## src/rtl/bist_fault_sequencer_if.sv

```systemverilog
// rtl/bist_fault_sequencer_if.sv - signal bundle between the fault sequencer and its test controller / ALU wrapper
// master is the sequencer side; slave is the controller/ALU side.
interface bist_fault_sequencer_if #(
    parameter int NSITES = 12
);
    localparam int CW = $clog2(2*NSITES+1);

    logic                  start;
    logic                  ut_e;
    logic                  ut_reset;
    logic                  ut_enable;
    logic [NSITES-1:0]     check;
    logic                  value;
    logic                  busy;
    logic                  done;
    logic                  golden_fail;
    logic [2*NSITES-1:0]   detected;
    logic [CW-1:0]         det_count;

    modport master (
        input  start, ut_e,
        output ut_reset, ut_enable, check, value, busy, done, golden_fail, detected, det_count
    );

    modport slave (
        output start, ut_e,
        input  ut_reset, ut_enable, check, value, busy, done, golden_fail, detected, det_count
    );
endinterface

```

## src/rtl/bist_fault_sequencer.sv

```systemverilog
// rtl/bist_fault_sequencer.sv - stuck-at fault-injection campaign sequencer for the BIST-wrapped ALU
// One golden pass, then one RST+RUN slot per (site, stuck value); all outputs registered.
module bist_fault_sequencer #(
    parameter int NSITES = 12,
    parameter int PCYC   = 8
) (
    input  logic                            clk,
    input  logic                            reset,
    bist_fault_sequencer_if.master          bus
);
    localparam int NF = 2*NSITES;
    localparam int KW = $clog2(NF);
    localparam int CW = $clog2(NF+1);

    typedef enum logic [2:0] {
        S_IDLE, S_G_RST, S_G_RUN, S_F_RST, S_F_RUN, S_DONE
    } state_t;

    state_t            state_q, state_d;
    logic [KW-1:0]     k_q, k_d;
    logic [7:0]        cnt_q, cnt_d;
    logic              err_q, err_d;
    logic [NF-1:0]     detected_q, detected_d;
    logic [CW-1:0]     det_count_q, det_count_d;
    logic              golden_fail_q, golden_fail_d;
    logic              done_q, done_d;
    logic              busy_q, busy_d;
    logic              ut_reset_q, ut_reset_d;
    logic              ut_enable_q, ut_enable_d;
    logic [NSITES-1:0] check_q, check_d;
    logic              value_q, value_d;

    logic              run_hit;
    logic              last_cyc;
    logic              in_fault;

    always_ff @(posedge clk) begin
        if (reset) begin
            state_q       <= S_IDLE;
            k_q           <= '0;
            cnt_q         <= '0;
            err_q         <= 1'b0;
            detected_q    <= '0;
            det_count_q   <= '0;
            golden_fail_q <= 1'b0;
            done_q        <= 1'b0;
            busy_q        <= 1'b0;
            ut_reset_q    <= 1'b0;
            ut_enable_q   <= 1'b0;
            check_q       <= '0;
            value_q       <= 1'b0;
        end else begin
            state_q       <= state_d;
            k_q           <= k_d;
            cnt_q         <= cnt_d;
            err_q         <= err_d;
            detected_q    <= detected_d;
            det_count_q   <= det_count_d;
            golden_fail_q <= golden_fail_d;
            done_q        <= done_d;
            busy_q        <= busy_d;
            ut_reset_q    <= ut_reset_d;
            ut_enable_q   <= ut_enable_d;
            check_q       <= check_d;
            value_q       <= value_d;
        end
    end

    always_comb begin
        state_d       = state_q;
        k_d           = k_q;
        cnt_d         = cnt_q;
        err_d         = err_q;
        detected_d    = detected_q;
        det_count_d   = det_count_q;
        golden_fail_d = golden_fail_q;
        done_d        = done_q;
        // err_q holds the OR of earlier RUN samples; this edge's sample is folded in here
        run_hit       = err_q | bus.ut_e;
        last_cyc      = (cnt_q == 8'(PCYC-1));

        case (state_q)
            S_IDLE: begin
                if (bus.start) begin
                    state_d       = S_G_RST;
                    k_d           = '0;
                    detected_d    = '0;
                    det_count_d   = '0;
                    done_d        = 1'b0;
                    golden_fail_d = 1'b0;
                end
            end
            S_G_RST: begin
                state_d = S_G_RUN;
                cnt_d   = '0;
                err_d   = 1'b0;
            end
            S_G_RUN: begin
                err_d = run_hit;
                cnt_d = cnt_q + 8'd1;
                if (last_cyc) begin
                    if (run_hit) begin
                        golden_fail_d = 1'b1;
                        state_d       = S_DONE;
                    end else begin
                        k_d     = '0;
                        state_d = S_F_RST;
                    end
                end
            end
            S_F_RST: begin
                state_d = S_F_RUN;
                cnt_d   = '0;
                err_d   = 1'b0;
            end
            S_F_RUN: begin
                err_d = run_hit;
                cnt_d = cnt_q + 8'd1;
                if (last_cyc) begin
                    if (run_hit && !detected_q[k_q]) begin
                        detected_d[k_q] = 1'b1;
                        det_count_d     = det_count_q + CW'(1);
                    end
                    if (k_q == KW'(NF-1)) begin
                        state_d = S_DONE;
                    end else begin
                        k_d     = k_q + KW'(1);
                        state_d = S_F_RST;
                    end
                end
            end
            S_DONE: begin
                state_d = S_IDLE;
            end
            default: begin
                state_d = S_IDLE;
            end
        endcase

        if (state_d == S_DONE) begin
            done_d = 1'b1;
        end

        // Outputs are registered from the next state so they line up with the state they describe
        in_fault    = (state_d == S_F_RST) || (state_d == S_F_RUN);
        ut_reset_d  = (state_d == S_G_RST) || (state_d == S_F_RST);
        ut_enable_d = (state_d == S_G_RUN) || (state_d == S_F_RUN);
        busy_d      = (state_d == S_G_RST) || (state_d == S_G_RUN) || in_fault;
        check_d     = in_fault ? (NSITES'(1) << (k_d >> 1)) : '0;
        value_d     = in_fault & k_d[0];
    end

    assign bus.ut_reset    = ut_reset_q;
    assign bus.ut_enable   = ut_enable_q;
    assign bus.check       = check_q;
    assign bus.value       = value_q;
    assign bus.busy        = busy_q;
    assign bus.done        = done_q;
    assign bus.golden_fail = golden_fail_q;
    assign bus.detected    = detected_q;
    assign bus.det_count   = det_count_q;
endmodule

```

## src/flat_wrapper.sv

```systemverilog
// flat-port wrapper written by rule: the top's interface ports become plain ports
module bist_fault_sequencer_flat 
#(
    parameter int NSITES = 12,
    parameter int PCYC   = 8
)
  (clk, reset, bus_start, bus_ut_e, bus_ut_reset, bus_ut_enable, bus_check, bus_value, bus_busy, bus_done, bus_golden_fail, bus_detected, bus_det_count);
  bist_fault_sequencer_if #(.NSITES(NSITES)) bus_i ();
  input  logic clk;
  input  logic reset;
  input wire logic [$bits(bus_i.start)-1:0] bus_start;
  input wire logic [$bits(bus_i.ut_e)-1:0] bus_ut_e;
  output wire logic [$bits(bus_i.ut_reset)-1:0] bus_ut_reset;
  output wire logic [$bits(bus_i.ut_enable)-1:0] bus_ut_enable;
  output wire logic [$bits(bus_i.check)-1:0] bus_check;
  output wire logic [$bits(bus_i.value)-1:0] bus_value;
  output wire logic [$bits(bus_i.busy)-1:0] bus_busy;
  output wire logic [$bits(bus_i.done)-1:0] bus_done;
  output wire logic [$bits(bus_i.golden_fail)-1:0] bus_golden_fail;
  output wire logic [$bits(bus_i.detected)-1:0] bus_detected;
  output wire logic [$bits(bus_i.det_count)-1:0] bus_det_count;
  assign bus_i.start = bus_start;
  assign bus_i.ut_e = bus_ut_e;
  assign bus_ut_reset = bus_i.ut_reset;
  assign bus_ut_enable = bus_i.ut_enable;
  assign bus_check = bus_i.check;
  assign bus_value = bus_i.value;
  assign bus_busy = bus_i.busy;
  assign bus_done = bus_i.done;
  assign bus_golden_fail = bus_i.golden_fail;
  assign bus_detected = bus_i.detected;
  assign bus_det_count = bus_i.det_count;
  bist_fault_sequencer #(.NSITES(NSITES), .PCYC(PCYC)) u_core (.clk(clk), .reset(reset), .bus(bus_i));
endmodule
```

## config.mk

```make
export PLATFORM = sky130hd
export DESIGN_NAME = bist_fault_sequencer_flat
export DESIGN_NICKNAME = d
export VERILOG_FILES = /design/src/rtl/bist_fault_sequencer_if.sv /design/src/rtl/bist_fault_sequencer.sv /design/src/flat_wrapper.sv
export SDC_FILE = /design/constraint.sdc
export NUM_CORES = 1
export LEC_CHECK = 0
export ABC_AREA = 1
export CORE_ASPECT_RATIO = 0.7
export CORE_UTILIZATION = 58
export DETAILED_ROUTE_END_ITERATION = 16
export PLACE_DENSITY = 0.85
export SYNTH_ARGS = -nofsm -noshare
export SYNTH_HDL_FRONTEND = slang
export SYNTH_SLANG_ARGS = --single-unit
```

## constraint.sdc

```tcl
create_clock -name clk -period 2.7 [get_ports clk]
set_input_delay 0.54 -clock clk [delete_from_list [all_inputs] [get_ports clk]]
set_output_delay 0.54 -clock clk [all_outputs]
set_load 0.01 [all_outputs]
```

==> results of run 1 <==
-- power by group through the flow --
stage               Clock, uW  Sequential, uW  Combinational (uW)
floorplan                   0             997                 136
global placement            0             993                 183
detailed placement          0             993                 185
CTS                       784             972                 186
global route              833             974                 209
finish                    766             972                 190
-- layout by cell type (no fill, tap or decap) --
master,n
nor2_2,4
a21oi_1,32
clkbuf_8,12
nand4_1,1
nor2_1,67
inv_6,1
xor2_1,3
nand2_1,99
buf_4,5
a31oi_1,1
clkinv_1,1
o21ai_1,2
nand2_2,14
nand3_4,1
nand3_1,34
nand3b_1,3
nor2_4,1
inv_1,59
clkinvlp_4,3
a21o_1,1
a221oi_1,1
nand3_2,4
o21ai_0,9
xnor2_1,1
a21oi_2,10
inv_2,7
nand2_4,2
a21oi_4,1
a211oi_1,2
ha_1,6
o211ai_1,3
dfxtp_1,64
clkinv_2,1
nor3_1,6
clkdlybuf4s50_1,50
-- stage by stage --
stage          power (uW)  hold slack (ns)
6_report             1930            0.472
5_1_grt              2020            0.492
4_1_cts              1940            0.472
3_5_place_dp         1180            0.457
3_3_place_gp         1180            0.457
2_1_floorplan        1130            0.437
-- final cells by class --
class,instances,share of cell area (%)
clock inverter,4,0.704
timing repair buffer,55,13.8
sequential,64,32.8
inverter,68,6.66
clock buffer,12,4.23
multi-input combinational,308,39.5
tap,72,2.31
-- state kept, by name, summed over array words and instances (netlist names), 3 cells and up --
signal                count
u_core.bus.detected      24
u_core.cnt_q              8
u_core.k_q                5
u_core.state_q            3
u_core.bus.check         12
u_core.bus.det_count      5
-- cells by family after synthesis --
family | after synthesis | share of synthesized area [%]
buffers and inverters | 82 | 11.6
DFF | 64 | 40.1
adders and majority gates | 6 | 2.35
AOI/OAI and AO/OA | 62 | 11.9
xor gates and xnor gates | 4 | 1.10
and+or+nand+nor | 236 | 33.0
-- worst max path at each step --
stage                     from                      end  slack (ns)
6_report       u_core.cnt_q[0]      u_core.bus.check[1]        0.59
3_5_place_dp         bus_start      u_core.bus.check[3]        0.45
2_1_floorplan            reset  u_core.bus.det_count[1]        0.95
4_1_cts        u_core.cnt_q[0]      u_core.bus.check[3]        0.63
5_1_grt        u_core.cnt_q[0]      u_core.bus.check[1]        0.41
3_3_place_gp         bus_start     u_core.bus.check[11]        0.47
-- metal layers --
| metal | track usage [%] | wire length [um] | part of all wire, % |
|---|---|---|---|
| met1 | 38.6 | 3660 | 50 |
| met2 | 38.5 | 2950 | 40 |
| met3 | 9.29 | 663 | 9.0 |
| met4 | 7.06 | 57 | 0.78 |
| met5 | 0 | 0 | 0 |
-- synthesized netlist by cell type (4+ instances only) --
| master | number |
|---|---|
| dfxtp_1 | 64 |
| nor3_1 | 6 |
| ha_1 | 6 |
| nor2_2 | 4 |
| nand3_1 | 34 |
| o21ai_0 | 9 |
| inv_1 | 59 |
| a21oi_1 | 32 |
| nor2_1 | 67 |
| nand2_1 | 99 |
| nand3_2 | 4 |
| a21oi_2 | 10 |
| nand2_2 | 14 |
| inv_2 | 7 |
| buf_2 | 4 |
==> metrics.cfg, run 1 <==
[status]
status = finished, final reports clean

[floorplanning]
dieArea_um2 = 5820
core-area_um2 = 5290
die_h_um = 64.1
ios = 51
num_rows = 22
floorplan.initialDensity_pct = 60.5
die_w_um = 90.7

[critical_path]
ff2ff_path_depth = 11
crit_slowest_cell = dfxtp_1
criticalPathCategory = flop to flop
required_ns = 2.94
cp_max_fo = 8
path_delay_family = simple AND/OR/NAND/NOR gates
rrSetupSlack_ns = 0.59
start_kind = flop
crit_chain = ha_1 > nand3_1 > nor2_1 > buf_4 > nand2_1 > nand2_1 > nand3_2 > a21oi_4 > inv_1 > nand3_1 > nor2_1
timing.rr.start = u_core.cnt_q[0]
critPathCaptureType = flop
cp.depth = 11
worst-path-buf-inv = 2
r2r-end = u_core.bus.check[1]
arrival_ns = 2.35
slowest_delay_ns = 0.38

[global_routing]
grt.total_usage_pct = 27.0
grt_pass1_wl_um = 12400
grt_max_degree = 30
antenna_found_initial = 0
grt_overflow = 0
grt_pass1_vias = 2639

[cells_and_area]
nNetsFinal = 516
multi_input_area_um2 = 1550
fin_util_pct = 73.9
seqCellArea_um2 = 1280
fillers = 418
instances_no_fill = 583
syn2layout_area_growth_pct = 22.2
diodes = 0
fin_area_um2 = 3910
drive_gt1_share_pct = 12.9

[sta]
relSlewSlack_pct = 74.3
period_share_pct = 78.1
grt_setup_unrepaired = no
fmax_ghz = 0.474
drv_slew = 0
setup_viol = 0
setup_ws_ns = 0.590
setup_tns_ns = 0
period_minus_slack_ns = 2.11
worst_pin_slew_ns = 0.384
hold_violations = 0
fin_worst_skew_ns = 0.00807

[clock_network]
cts_tree = done
cts.clk_slew.worst_paths_ns = 0.07
post_cts_buffers = 0
cts.sinks = 64
cts_resized = 0
hold_buffers = 0
ctsRootBufferMaster = clkbuf_8
ctsLongestPathBuffers = 2
htree_num_levels = 3
cts_inserted_buffers = 9
insertion_delay_ns = 0.35

[min_path]
hold_class = flop to flop
worstHoldPathCells = 1
min-delay-start = u_core.cnt_q[7]
hold_end = u_core.cnt_q[7]

[placed_design]
dpl.hpwl_um = 5030
postPlaceCellArea_um2 = 3710
post-place-cells = 567
io_buffers = 50
place_ws_ns = 0.454
globalplace.congestion = 0.863

[synthesis]
yosysUniqueCellTypes = 36
synth_top_flop_cell = dfxtp_1
synth_nets = 464
async_flop_share_pct = 0
yosys-top-cells-area = dfxtp_1 40%, nand2_1 12%, nor2_1 7.9%, inv_1 6.9%, nand3_1 5.3%
syn_area_um2 = 3200
synth_warnings = 0
yosysTopAreaCell = dfxtp_1
syn_inst = 454
synth_edf_count = 0
avgSynthCellArea_um2 = 7.04
synth_top_area_share_pct = 40.1
ys_ff_latch = 64
yosysSeqAreaShare_pct = 40.1

[power]
power.share.clock_pct = 39.7
switching_power_uw = 499
power_density_nw_per_um2 = 493
peakVddDrop_uv = 444
swShare_pct = 25.9
seq_power_share_pct = 50.4
pwr-share-comb_pct = 9.8
cellLeakagePower_uw = 0.00153
p_int_uw = 1430

[run]
drv_cap = 0

[detailed_routing]
wl_um = 7330
drc = 0
via_per_inst = 5.13
drt_iter0_drc = 223
firstDrtPassIters = 5
antenna_left = 0
wire_per_inst_um = 12.6
vias = 2990

No activity file was read; power rests on OpenSTA's default activity.
==> run 2: changes to the inputs <==
--- a/config.mk
+++ b/config.mk
@@ -7,9 +7,9 @@
 export LEC_CHECK = 0
 export ABC_AREA = 1
 export CORE_ASPECT_RATIO = 0.7
-export CORE_UTILIZATION = 58
+export CORE_UTILIZATION = 48
 export DETAILED_ROUTE_END_ITERATION = 16
-export PLACE_DENSITY = 0.85
+export PLACE_DENSITY = 0.76
 export SYNTH_ARGS = -nofsm -noshare
 export SYNTH_HDL_FRONTEND = slang
 export SYNTH_SLANG_ARGS = --single-unit
==> constraint.sdc (replaced) <==
create_clock -name clk -period 1.85 [get_ports clk]
set_input_delay 0.37 -clock clk [delete_from_list [all_inputs] [get_ports clk]]
set_output_delay 0.37 -clock clk [all_outputs]
set_load 0.01 [all_outputs]
==> metrics.cfg, run 2 (synthesis gave the netlist of run 1 again) <==
[cells_and_area]
fin_util_pct = 67.2  ; was 73.9%
fin_area_um2 = 4260  ; was 3910 um2
instances_no_fill = 627  ; was 583
nNetsFinal = 541  ; was 516
final_cell_mix = 97 x nand2_1, 64 x nor2_1, 60 x dfxtp_1, 57 x inv_1, 50 x clkdlybuf4s50_1  ; was 99 x nand2_1, 67 x nor2_1, 64 x dfxtp_1, 59 x inv_1, 50 x clkdlybuf4s50_1
layout_commonest_cell = nand2_1  ; unchanged
syn2layout_area_growth_pct = 33.3  ; was 22.2%
fillers = 530  ; was 418
diodes = 0  ; unchanged
multi_input_area_um2 = 1610  ; was 1550 um2
seqCellArea_um2 = 1290  ; was 1280 um2
drive_gt1_share_pct = 20.1  ; was 12.9%
largest_reg_flops = 24  ; unchanged

[detailed_routing]
antenna_left = 0  ; unchanged
wl_um = 7840  ; was 7330 um
via_per_inst = 4.91  ; was 5.13
firstDrtPassIters = 6  ; was 5
drc = 0  ; unchanged
vias = 3077  ; was 2,990
drt_iter0_drc = 259  ; was 223
wire_per_inst_um = 12.5  ; was 12.6 um

[floorplanning]
floorplan.initialDensity_pct = 50.5  ; was 60.5%
die_w_um = 99.5  ; was 90.7 um
die_h_um = 70.3  ; was 64.1 um
num_rows = 24  ; was 22
ios = 51  ; unchanged
core-area_um2 = 6340  ; was 5290 um2
dieArea_um2 = 7000  ; was 5820 um2

[clock_network]
cts.sinks = 64  ; unchanged
cts_inserted_buffers = 9  ; unchanged
insertion_delay_ns = 0.35  ; about the same
cts.clk_slew.worst_paths_ns = 0.06  ; was 0.07 ns
ctsRootBufferMaster = clkbuf_8  ; unchanged
htree_num_levels = 3  ; unchanged
ctsLongestPathBuffers = 2  ; unchanged
cts_tree = done  ; unchanged

[sta]
setup_viol = 0  ; unchanged
fmax_ghz = 0.570  ; was 0.474 GHz
fin_worst_skew_ns = 0.00964  ; was 0.00807 ns
hold_violations = 0  ; unchanged
drv_slew = 0  ; unchanged
hold_slack_ns = 0.465  ; was 0.472 ns
setup_tns_ns = 0  ; unchanged
period_share_pct = 94.9  ; was 78.1%
relSlewSlack_pct = 78.6  ; was 74.3%
worst_pin_slew_ns = 0.320  ; was 0.384 ns
period_minus_slack_ns = 1.76  ; was 2.11 ns

[min_path]
hold_class = flop to flop  ; unchanged

[power]
peakVddDrop_uv = 430  ; was 444 uV
cellLeakagePower_uw = 0.00170  ; was 0.00153 uW
power_density_nw_per_um2 = 720  ; was 493 nW/um2

[placed_design]
globalplace.congestion = 0.914  ; was 0.863
post-place-cells = 608  ; was 567
io_buffers = 50  ; unchanged
dpl.hpwl_um = 5500  ; was 5030 um
postPlaceCellArea_um2 = 3940  ; was 3710 um2

[global_routing]
grt_overflow = 0  ; unchanged
grt_pass1_wl_um = 12800  ; was 12,400 um
grt_max_degree = 27  ; was 30
grt_use_met1_pct = 34.9  ; was 38.6%
grt_busiest_layer = met1  ; unchanged
grt_pass1_vias = 2689  ; was 2,639
grt.met2_usage_pct = 31.9  ; was 38.5%
antenna_found_initial = 0  ; unchanged
gr-usage-met3_pct = 8.51  ; was 9.29%
grt.total_usage_pct = 23.7  ; was 27.0%

[status]
status = finished, final reports clean  ; unchanged

[critical_path]
required_ns = 2.09  ; was 2.94 ns
start_kind = flop  ; unchanged
critPathCaptureType = flop  ; unchanged
cp_max_fo = 8  ; unchanged
rrSetupSlack_ns = 0.09  ; was 0.59 ns
criticalPathCategory = flop to flop  ; unchanged
arrival_ns = 2.00  ; was 2.35 ns

[run]
drv_cap = 0  ; unchanged

run 2: report_power, final:
group	internal, uW	leakage [uW]	switching (uW)	total [uW]
clock network	768	0.000113	530	1300
logic	149	0.00107	203	352
registers	1400	0.000519	17.2	1420
run 2: cell type report:
class	instances	share of cell area (%)
flip-flops and latches	64	30.2
repair buffers	80	18.0
multi-input cells	308	37.8
clock buffers	14	4.29
inverters	68	6.11
clock inverters	2	0.822
well taps	91	2.67
run 2: routing by layer:
| metal | share of wire [%] | vias to the layer above | routed length, um |
|---|---|---|---|
| met4 | 0.98 | 0 | 77 |
| met2 | 40 | 104 | 3170 |
| met5 | 0 | - | 0 |
| li1 | - | 1573 | - |
| met1 | 52 | 1390 | 4080 |
| met3 | 6.7 | 10 | 524 |
run 2: through the flow:
step | worst slack [ns] | total power, uW
floorplan | 0.135 | 1650
global placement | -0.0379 | 1780
detailed placement | -0.0601 | 1790
CTS | 0.00262 | 3070
global route | -0.00452 | 3190
finish | 0.0948 | 3070
run 2: final timing paths:
path | endpoint | from | depth (start not counted)
worst max-delay path | u_core.bus.check[8] | u_core.state_q[1] | 11
worst min-delay path | u_core.cnt_q[7] | u_core.cnt_q[7] | 1
worst max register to register | u_core.bus.check[8] | u_core.state_q[1] | 11
worst min register to register | u_core.cnt_q[7] | u_core.cnt_q[7] | 1
run 2: what timing repair did:
| item | CTS | global route |
|---|---|---|
| hold buffers | 0 | 0 |
| buffers inserted | 2 | 0 |
| cloned | 1 | 0 |
| gates resized for setup | 2 | 23 |
| setup endpoints to repair | 3 | 48 |
| pin swaps | 3 | 5 |
run 2: worst max-delay path: stages (launching register included):
cell and delay (ns):
dfxtp_1 0.42, nor2_2 0.09, nand2_2 0.18, nand2_2 0.08, nor2_1 0.22, inv_2 0.09, nand3_4 0.12, inv_1 0.05
nand2_1 0.09, nand2_2 0.09, nand2_1 0.14, nor2_1 0.07
